$ cat src/rtl/vga_timing_gen.sv
// ---------------------------------------------------------------------------
// vga_timing_gen
//   Source end of the VGA sync interface. Walks a pixel position across
//   TOTAL_COLS x TOTAL_ROWS and produces HSync/VSync with porches already in
//   place, an active-video flag, the pixel coordinates and line/frame start
//   pulses. Every output is registered and describes the same position.
//
//   Optional feature macro: VGA_FRAME_COUNT_EN adds an 8-bit frame counter.
//
// Ports
//   i_Clk          in   pixel clock
//   i_Rst          in   synchronous reset, active-high (priority over enable)
//   i_Enable       in   run timing; low holds idle at the frame origin
//   o_HSync        out  horizontal sync (SYNC_POL while asserted)
//   o_VSync        out  vertical sync (SYNC_POL while asserted)
//   o_Active       out  position lies inside the visible area
//   o_Col_Count    out  column of the current position
//   o_Row_Count    out  row of the current position
//   o_Frame_Start  out  one-cycle pulse at (0,0)
//   o_Line_Start   out  one-cycle pulse at column 0 of every row
//   o_Frame_Count  out  frame counter (VGA_FRAME_COUNT_EN only)
//
// Phase FSMs
//   state    | meaning
//   ---------+-------------------------------------------------
//   H_ACTIVE | visible columns 0..ACTIVE_COLS-1
//   H_FRONT  | horizontal front porch
//   H_SYNC   | horizontal sync pulse
//   H_BACK   | horizontal back porch, up to end of line
//   V_ACTIVE | visible rows 0..ACTIVE_ROWS-1
//   V_FRONT  | vertical front porch
//   V_SYNC   | vertical sync pulse
//   V_BACK   | vertical back porch, up to end of frame
// ---------------------------------------------------------------------------
module vga_timing_gen #(
  parameter int   ACTIVE_COLS = 640,
  parameter int   ACTIVE_ROWS = 480,
  parameter int   TOTAL_COLS  = 800,
  parameter int   TOTAL_ROWS  = 525,
  parameter int   FRONT_HORZ  = 18,
  parameter int   BACK_HORZ   = 50,
  parameter int   FRONT_VERT  = 10,
  parameter int   BACK_VERT   = 33,
  parameter logic SYNC_POL    = 1'b0
) (
  input  logic       i_Clk,
  input  logic       i_Rst,
  input  logic       i_Enable,
  output logic       o_HSync,
  output logic       o_VSync,
  output logic       o_Active,
  output logic [9:0] o_Col_Count,
  output logic [9:0] o_Row_Count,
  output logic       o_Frame_Start,
  output logic       o_Line_Start
`ifdef VGA_FRAME_COUNT_EN
  ,
  output logic [7:0] o_Frame_Count
`endif
);

  if (TOTAL_COLS > 1024 || TOTAL_ROWS > 1024) begin : g_bad_params
    $error("vga_timing_gen: TOTAL_COLS/TOTAL_ROWS exceed the 10-bit counters");
  end

  // Last column/row of each phase; a phase ends when the position reaches it.
  localparam logic [9:0] COL_LAST   = 10'(TOTAL_COLS - 1);
  localparam logic [9:0] ROW_LAST   = 10'(TOTAL_ROWS - 1);
  localparam logic [9:0] H_ACT_END  = 10'(ACTIVE_COLS - 1);
  localparam logic [9:0] H_FP_END   = 10'(ACTIVE_COLS + FRONT_HORZ - 1);
  localparam logic [9:0] H_SYNC_END = 10'(TOTAL_COLS - BACK_HORZ - 1);
  localparam logic [9:0] V_ACT_END  = 10'(ACTIVE_ROWS - 1);
  localparam logic [9:0] V_FP_END   = 10'(ACTIVE_ROWS + FRONT_VERT - 1);
  localparam logic [9:0] V_SYNC_END = 10'(TOTAL_ROWS - BACK_VERT - 1);

  typedef enum logic [1:0] {H_ACTIVE, H_FRONT, H_SYNC, H_BACK} h_state_t;
  typedef enum logic [1:0] {V_ACTIVE, V_FRONT, V_SYNC, V_BACK} v_state_t;

  h_state_t   h_state, h_nxt;
  v_state_t   v_state, v_nxt;
  logic       running;
  logic [9:0] col_nxt, row_nxt;
  logic       col_wrap;

  assign col_wrap = (o_Col_Count == COL_LAST);

  // Position and phase the next enabled edge will show. From idle the next
  // position is always the frame origin.
  always_comb begin
    col_nxt = '0;
    row_nxt = '0;
    h_nxt   = H_ACTIVE;
    v_nxt   = V_ACTIVE;
    if (running) begin
      if (col_wrap) begin
        col_nxt = '0;
        row_nxt = (o_Row_Count == ROW_LAST) ? 10'd0 : o_Row_Count + 10'd1;
      end else begin
        col_nxt = o_Col_Count + 10'd1;
        row_nxt = o_Row_Count;
      end

      h_nxt = h_state;
      case (h_state)
        H_ACTIVE: if (o_Col_Count == H_ACT_END)  h_nxt = H_FRONT;
        H_FRONT:  if (o_Col_Count == H_FP_END)   h_nxt = H_SYNC;
        H_SYNC:   if (o_Col_Count == H_SYNC_END) h_nxt = H_BACK;
        H_BACK:   if (col_wrap)                  h_nxt = H_ACTIVE;
        default:                                 h_nxt = H_ACTIVE;
      endcase

      v_nxt = v_state;
      if (col_wrap) begin
        case (v_state)
          V_ACTIVE: if (o_Row_Count == V_ACT_END)  v_nxt = V_FRONT;
          V_FRONT:  if (o_Row_Count == V_FP_END)   v_nxt = V_SYNC;
          V_SYNC:   if (o_Row_Count == V_SYNC_END) v_nxt = V_BACK;
          V_BACK:   if (o_Row_Count == ROW_LAST)   v_nxt = V_ACTIVE;
          default:                                 v_nxt = V_ACTIVE;
        endcase
      end
    end
  end

  // Outputs are decoded from the next state so they line up with the
  // registered position rather than trailing it by a clock.
  always_ff @(posedge i_Clk) begin
    if (i_Rst || !i_Enable) begin
      running       <= 1'b0;
      h_state       <= H_ACTIVE;
      v_state       <= V_ACTIVE;
      o_Col_Count   <= '0;
      o_Row_Count   <= '0;
      o_HSync       <= ~SYNC_POL;
      o_VSync       <= ~SYNC_POL;
      o_Active      <= 1'b0;
      o_Frame_Start <= 1'b0;
      o_Line_Start  <= 1'b0;
    end else begin
      running       <= 1'b1;
      h_state       <= h_nxt;
      v_state       <= v_nxt;
      o_Col_Count   <= col_nxt;
      o_Row_Count   <= row_nxt;
      o_HSync       <= (h_nxt == H_SYNC) ? SYNC_POL : ~SYNC_POL;
      o_VSync       <= (v_nxt == V_SYNC) ? SYNC_POL : ~SYNC_POL;
      o_Active      <= (h_nxt == H_ACTIVE) && (v_nxt == V_ACTIVE);
      o_Frame_Start <= (col_nxt == 10'd0) && (row_nxt == 10'd0);
      o_Line_Start  <= (col_nxt == 10'd0);
    end
  end

`ifdef VGA_FRAME_COUNT_EN
  // Counts with the Frame_Start pulse, so the first frame reads 1; holds
  // while disabled and wraps naturally at 8 bits.
  always_ff @(posedge i_Clk) begin
    if (i_Rst) begin
      o_Frame_Count <= '0;
    end else if (i_Enable && col_nxt == 10'd0 && row_nxt == 10'd0) begin
      o_Frame_Count <= o_Frame_Count + 8'd1;
    end
  end
`endif

endmodule

$ cat config.mk
export PLATFORM = sky130hd
export DESIGN_NAME = vga_timing_gen
export DESIGN_NICKNAME = d
export VERILOG_FILES = /design/src/rtl/vga_timing_gen.sv
export SDC_FILE = /design/constraint.sdc
export NUM_CORES = 1
export LEC_CHECK = 0
export ABC_AREA = 1
export CORE_MARGIN = 2
export CORE_UTILIZATION = 34
export DETAILED_ROUTE_END_ITERATION = 6
export PLACE_DENSITY = 0.53
export SETUP_SLACK_MARGIN = 0.05
export SLEW_MARGIN = 25
export SYNTH_ARGS = -nofsm -noshare
export SYNTH_HDL_FRONTEND = slang
export SYNTH_SLANG_ARGS = --single-unit
$ cat constraint.sdc
create_clock -name i_Clk -period 3.1 [get_ports i_Clk]
set_input_delay 0.465 -clock i_Clk [delete_from_list [all_inputs] [get_ports i_Clk]]
set_output_delay 0.465 -clock i_Clk [all_outputs]
set_load 0.02 [all_outputs]
# Yosys cells after proc, flatten, opt, wreduce, memory -nomap -nowiden
# Index checks and enable logic that the tools add are counted.
# op_classes
add_sub_neg	2
eq_ne	16
n_mux	21
reduce_logical	10
# ops
cell	n
$eq A10 B10 Y1 const B	5
$mux W10	5
$eq A10 B9 Y1 const B	3
$mux W2	11
$add A10 B1 Y10 const B	2
$logic_not A10 Y1	2
$pmux W2 S4	2
$eq A2 B2 Y1 const B	6
$logic_not A2 Y1	4
$eq A2 B1 Y1 const B	2
$mux W1	3
$logic_and A1 B1 Y1	2
$logic_not A1 Y1	1
$logic_or A1 B1 Y1	1
# totals
regBits	30
inputBits	3
out_inout_bits	25
elab_cells	59

# Logic depth before layout (Yosys ltp)
# Gate-level depths: netlist of the first run.
# logic_depth
word_depth	7
depth_mapped	13
depth_no_buf	12

# Worst setup path after synthesis of the first run
# No wires, ideal clock.
# synth_path
path_kind	register -> register
start	reg o_Col_Count[0]
end	reg o_Frame_Start
setup_ns	0.110
t_arrival_ns	1.644
t_required_ns	2.990
setup_slack_ns	1.346
stages_incl_launch_ff	13
path_buffers	0
synth_period_minus_slack_ns	1.754
cell_sequence	dfxtp_1 ha_1 nand2_4 nor2_8 inv_2 nor2_8 nand3_2 nand2_1 nand2_1 nor2_1 nor2_1 nand2_1 nor2_1
# synth_between
elab_chain_cells	5
word_cells_on_any_way	9
classes_between	add/sub: 1; eq/ne: 1; mux: 4; reduce/logical: 3
# synth_lines
element	line	rtl
start: declaration	52	output logic [9:0] o_Col_Count,
start signal: assignment	143	o_Col_Count <= col_nxt;
$add A10 B1 Y10 / $eq A10 B10 Y1 (equally long branches)	99, 85	
$mux W10	95	if (col_wrap) begin
$mux W10	94	if (running) begin
$logic_not A10 Y1	148	o_Frame_Start <= (col_nxt == 10'd0) && (row_nxt == 10'd0);
$logic_and A1 B1 Y1 (*)	148	
end signal: assignment	148	
end: declaration	54	output logic o_Frame_Start,
# Mark *: on every way between the ends. The rest lies on a longest branch, timed or not.
# A chain may end at the register's enable or synchronous reset.

# Final worst setup path of the first run
# layout_path
start	reg o_Row_Count[2]
end	out o_Row_Count[2]
# layout_rtl
element	line	rtl
start: declaration	53	output logic [9:0] o_Row_Count,
start signal: assignment	144	o_Row_Count <= row_nxt;
# No word-level cell between the ends.

==> results of run 1 <==
metrics by stage:
| step | hold slack, ps | instance area, um2 |
|---|---|---|
| 2_1_floorplan | 497 | 1970 |
| 3_3_place_gp | 535 | 2320 |
| 3_5_place_dp | 533 | 2320 |
| 4_1_cts | 545 | 2420 |
| 5_1_grt | 575 | 2420 |
| 6_report | 552 | 2420 |
Yosys cell counts, types with 4 or more instances:
master	instances	area, um2
nor2_1	56	210
nand3_2	5	50.1
inv_1	41	154
nand2_1	88	330
ha_1	5	62.6
clkbuf_1	4	15.0
a21oi_1	6	30.0
dfxtp_1	30	601
nor2_4	4	45.0
inv_2	6	22.5
nor3_1	6	30.0
nand4_1	13	81.3
nand3_1	23	115
logic make-up (layout without fill, tap and decap cells):
logic type | after synthesis | count (layout) | synth area share
AOI/OAI and AO/OA | 16 | 16 | 0.0477
adders and majority gates | 5 | 5 | 0.0318
and+or+nand+nor | 209 | 209 | 0.514
DFF | 30 | 30 | 0.305
buffers and inverters | 53 | 85 | 0.102
worst register-to-register path: cells and delay by family, from the launching register on:
| family | cells | cell delay (ps) |
|---|---|---|
| AND/OR/NAND/NOR | 10 | 1100 |
| flip-flops | 1 | 450 |
| adder cells (fa/ha/maj) | 1 | 250 |
state kept, by name, indices dropped and copies added, names as in the netlist:
signal,cells
h_state,2
o_HSync,1
o_Line_Start,1
o_Active,1
o_Col_Count,10
running,1
o_Row_Count,10
o_Frame_Start,1
o_VSync,1
v_state,2
routing by layer:
metal  global-route usage  wire length [um]
met3               0.0337               242
met2                0.249              2130
met4               0.0407                30
met5                    0                 0
met1                0.269              2800
layout make-up:
type / count / share of cell area
Inverter: 48 / 0.0745
Multi-Input combinational cell: 230 / 0.483
Timing Repair Buffer: 29 / 0.118
Clock buffer: 6 / 0.0341
Tap cell: 72 / 0.0372
Clock inverter: 2 / 0.00517
Sequential cell: 30 / 0.248
worst max-delay path by stage:
stage               slack, ps                      start                  endpoint  depth (start not counted)
global route             1020  o_Row_Count[2]$_SDFF_PN0_            o_Row_Count[2]                          1
global placement         1170                   i_Enable  o_Frame_Start$_SDFF_PN0_                          9
CTS                      1100  o_Row_Count[2]$_SDFF_PN0_            o_Row_Count[2]                          1
detailed placement       1150                   i_Enable  o_Frame_Start$_SDFF_PN0_                          9
floorplan                1350  o_Col_Count[0]$_SDFF_PN0_  o_Frame_Start$_SDFF_PN0_                         12
finish                   1100  o_Row_Count[2]$_SDFF_PN0_            o_Row_Count[2]                          1
report_power, final:
part | switching [W] | internal, W | leakage, nW
sequential | 0.00000133 | 0.000388 | 0.243
clock | 0.000158 | 0.000178 | 0.0472
combinational | 0.0000227 | 0.0000125 | 0.862
total | 0.000182 | 0.000579 | 1.15
==> results by group, run 1 <==
GRT
  • Initial antenna violation count: 0
  • Vias in the first global route: 1849
  • First-pass GRT wire length: 8.78 mm
  • Total track usage: 0.175
  • GRT overflow: 0
  • Largest net degree at the start of global routing: 16

Pwr
  • Pwr dens: 315 mW/mm2
  • Static Leak: 1.15 nW
  • Overall Power: 0.000761 W
  • Worst VDD drop: 190 uV

Layout
  • Storage element area: 601 um2
  • Fill cells: 623
  • Fin cells: 417
  • Commonest non-fill, non-tap cells in the layout: nand2_1 (88), nor2_1 (56), inv_1 (41)
  • P&R area growth vs syn: 22.9%
  • N_diodes: 0
  • Final Core Density: 0.437
  • Layout cell share with drive strength beyond 1: 0.101
  • Multi-input gate area: 0.00117 mm2
  • Nets: 352
  • Commonest non-fill, non-tap cell in the layout: nand2_1

Placed design
  • Placed cell count: 409
  • Post-place setup slack: 1150 ps
  • Routability cong.: 0.881
  • PortBufs: 27
  • Dpl hpwl: 3.98 mm

Clock network
  • Sink Count: 30
  • Later-pin clock latency in the skew report: 280 ps
  • Clock-pin slew on the worst setup and hold paths: 70 ps
  • Post-CTS sizing: 0
  • Htree depth: 2
  • CTS tree: yes
  • # hold bufs at CTS: 0
  • Max clock buf depth: 2
  • Root Buffer: clkbuf_8
  • CTS Buf Count: 5
  • Post-CTS Setup Bufs: 0

Critical path
  • Reg2Reg Depth: 11
  • Worst path max stage delay: 680 ps
  • Crit path max fanout: 10
  • Critical Path AT: 1530 ps
  • Buffers plus inverters on the worst setup path: 1
  • Critical-path top delay cell: clkdlybuf4s50_1
  • Crit. End Element: output pin
  • Worst path top cell family by delay: buffers and inverters
  • Critical path required time: 2630 ps
  • CP Launch Type: flop
  • R2r endpoint: o_Frame_Start$_SDFF_PN0_
  • Setup slack, reg-to-reg: 1230 ps
  • Setup CP Type: reg -> out
  • Worst path cell trace: clkdlybuf4s50_1
  • Reg2Reg Launch Point: o_Col_Count[0]$_SDFF_PN0_

Synth
  • Average cell area after synthesis: 6.29 um2
  • Post-synth ARST share: 0
  • Mapped Cells: 313
  • Synth unique cells: 27
  • Yosys warns: 0
  • Post-synthesis cell area: 0.00197 mm2
  • Synthesized flop and latch total: 30
  • Ys flop type: dfxtp_1
  • Post-synth EDFFs: 0
  • Syn_nets: 321
  • Sequential element share of the synthesized area: 0.305

Timing
  • Worst rel slew slack: 0.718
  • Min Tclk post-route: 2000 ps
  • Fin. max-slew vios: 0
  • Final Hold Fails: 0
  • Layout Skew: 6.55 ps
  • Worst slew pin tran: 422 ps
  • RSZ-0062 raised after global routing: false
  • Setup WS post-layout: 1100 ps
  • Fmax: 501 MHz
  • TNS Setup: 0 ps
  • Period utilization: 0.644
  • Final setup fails: 0

Detailed routing
  • Post-route ant nets: 0
  • Wire length per cell: 12.5 um
  • Total number of vias: 1989
  • # DRC: 0
  • Routed wire length: 5.20 mm
  • Drt pass-1 iters: 4
  • Iter 0 DRT Violations: 144
  • Via/cell ratio: 4.77

Min path
  • WHS Path Cells: 2
  • Hold endpoint: v_state[1]$_SDFF_PN0_
  • Hold Path Class: reg -> reg
  • Worst Hold Launch: v_state[1]$_SDFF_PN0_

Floorplanning
  • IO Pins: 28
  • Core Region: 0.00554 mm2
  • Die Width: 80.1 um
  • Die ar.: 0.00641 mm2
  • Die Height: 80.1 um
  • Starting Density: 0.355
  • Rows: 27

Outcome
  • Outcome: finished, final reports clean

Run
  • Max-Cap Viols: 0
Note: power is estimated with default switching activity, not from simulation.
==> run 2, diff against run 1 <==
==> constraint.sdc (replaced) <==
create_clock -name i_Clk -period 1.95 [get_ports i_Clk]
set_input_delay 0.2925 -clock i_Clk [delete_from_list [all_inputs] [get_ports i_Clk]]
set_output_delay 0.2925 -clock i_Clk [all_outputs]
set_load 0.02 [all_outputs]
==> results by group, run 2 (same netlist as run 1, synthesis figures left out) <==
Clock network
  • Sink Count: 30
  • Max clock buf depth: 2
  • Root Buffer: clkbuf_8
  • CTS Buf Count: 5
  • CTS tree: yes
  • Htree depth: 2
  • Later-pin clock latency in the skew report: 300 ps
  • Clock-pin slew on the worst setup and hold paths: 70 ps
  • # hold bufs at CTS: 0

GRT
  • First-pass GRT wire length: 9.48 mm
  • GRT busiest layer: met1
  • Vias in the first global route: 1916
  • Met1 Track Usage GR: 0.286
  • Total track usage: 0.193
  • Initial antenna violation count: 0
  • M2 GR Usage: 0.273
  • Largest net degree at the start of global routing: 26
  • GRT overflow: 0
  • Met3 Usage GRT: 0.0303

Critical path
  • Worst path top cell family by delay: buffers and inverters
  • Critical-path top delay cell: clkdlybuf4s50_1
  • Critical Path AT: 1530 ps
  • CP Launch Type: flop
  • Crit. End Element: output pin
  • Worst path cell trace: clkdlybuf4s50_1
  • Setup CP Type: reg -> out
  • Critical path required time: 1660 ps
  • Buffers plus inverters on the worst setup path: 1
  • Crit path max fanout: 8
  • Worst path max stage delay: 680 ps

Floorplanning
  • Die ar.: 0.00641 mm2
  • Core Region: 0.00554 mm2
  • Die Height: 80.1 um
  • Rows: 27
  • IO Pins: 28
  • Die Width: 80.1 um
  • Starting Density: 0.355

Detailed routing
  • Routed wire length: 5.51 mm
  • Wire length per cell: 13.2 um
  • # DRC: 0
  • Total number of vias: 2010
  • Iter 0 DRT Violations: 202
  • Post-route ant nets: 0
  • Drt pass-1 iters: 7
  • Via/cell ratio: 4.80

Run
  • Max-Cap Viols: 0

Timing
  • Period utilization: 0.934
  • Final Hold Fails: 0
  • Fmax: 549 MHz
  • Layout Skew: 6.88 ps
  • Hold WS: 541 ps
  • Fin. max-slew vios: 0
  • TNS Setup: 0 ps
  • Min Tclk post-route: 1820 ps
  • Worst rel slew slack: 0.749
  • Final setup fails: 0
  • Worst slew pin tran: 376 ps
  • RSZ-0062 raised after global routing: false

Layout
  • Layout cell share with drive strength beyond 1: 0.121
  • Top Registers: o_Col_Count x10, o_Row_Count x10
  • Commonest non-fill, non-tap cells in the layout: nand2_1 (88), nor2_1 (56), inv_1 (40)
  • N_diodes: 0
  • P&R area growth vs syn: 24.9%
  • Nets: 354
  • Fill cells: 616
  • Fin cells: 419
  • Commonest non-fill, non-tap cell in the layout: nand2_1

Pwr
  • Pwr dens: 528 mW/mm2
  • Overall Power: 0.00130 W
  • Static Leak: 1.17 nW
  • Worst VDD drop: 337 uV

Placed design
  • PortBufs: 27
  • Placed cell count: 411
  • Routability cong.: 0.855
  • Dpl hpwl: 4.17 mm

Min path
  • Hold Path Class: reg -> reg

Outcome
  • Outcome: finished, final reports clean
-- run 2: cell count changes in the layout (fill, tap and decap cells not counted), moves of 2 or more --
cell / previous run / this run
clkbuf_8: 6 / 8
buf_4: 2 / 4
dfxtp_2: 0 / 2
dfxtp_1: 30 / 28
-- run 2: final timing paths --
check                            startpoint                       end  slack (ps)  depth (start not counted)
setup reg to reg  o_Col_Count[1]$_SDFF_PN0_  o_Frame_Start$_SDFF_PN0_         200                         11
hold reg to reg       v_state[1]$_SDFF_PN0_     v_state[1]$_SDFF_PN0_         540                          2
hold / removal        v_state[1]$_SDFF_PN0_     v_state[1]$_SDFF_PN0_         540                          2
setup / recovery  o_Col_Count[4]$_SDFF_PN0_            o_Col_Count[4]         130                          1
-- run 2: layout make-up --
cell class | count | area [um2] | share of cell area
multi-input combinational | 230 | 1170 | 0.478
sequential | 30 | 603 | 0.245
timing repair buffer | 31 | 300 | 0.122
inverter | 48 | 180 | 0.0733
clock buffer | 8 | 110 | 0.0448
tap | 72 | 90.1 | 0.0366
-- run 2: where the power goes --
part / switching (W) / internal [W]
registers: 0.00000169 / 0.000618
clock network: 0.000263 / 0.000356
logic: 0.0000377 / 0.0000205
-- run 2: per-stage QoR --
stage,util,area [um2],worst slack (ps)
floorplan,-,1970,196
global placement,0.422,2340,153
detailed placement,0.422,2340,152
CTS,0.442,2450,120
global route,0.444,2460,35.2
finish,0.444,2460,128
-- run 2: timing repair --
item / in CTS / in global routing
endpoints found under the hold margin: 0 / 0
setup buffers: 0 / 0
gates resized for setup: 0 / 5
endpoints found under the setup margin: 0 / 1
-- run 2: metal layers --
| metal | vias up | share of wire |
|---|---|---|
| met3 | 10 | 0.040 |
| met5 | - | 0 |
| met2 | 52 | 0.41 |
| li1 | 1058 | - |
| met1 | 890 | 0.53 |
| met4 | 0 | 0.023 |
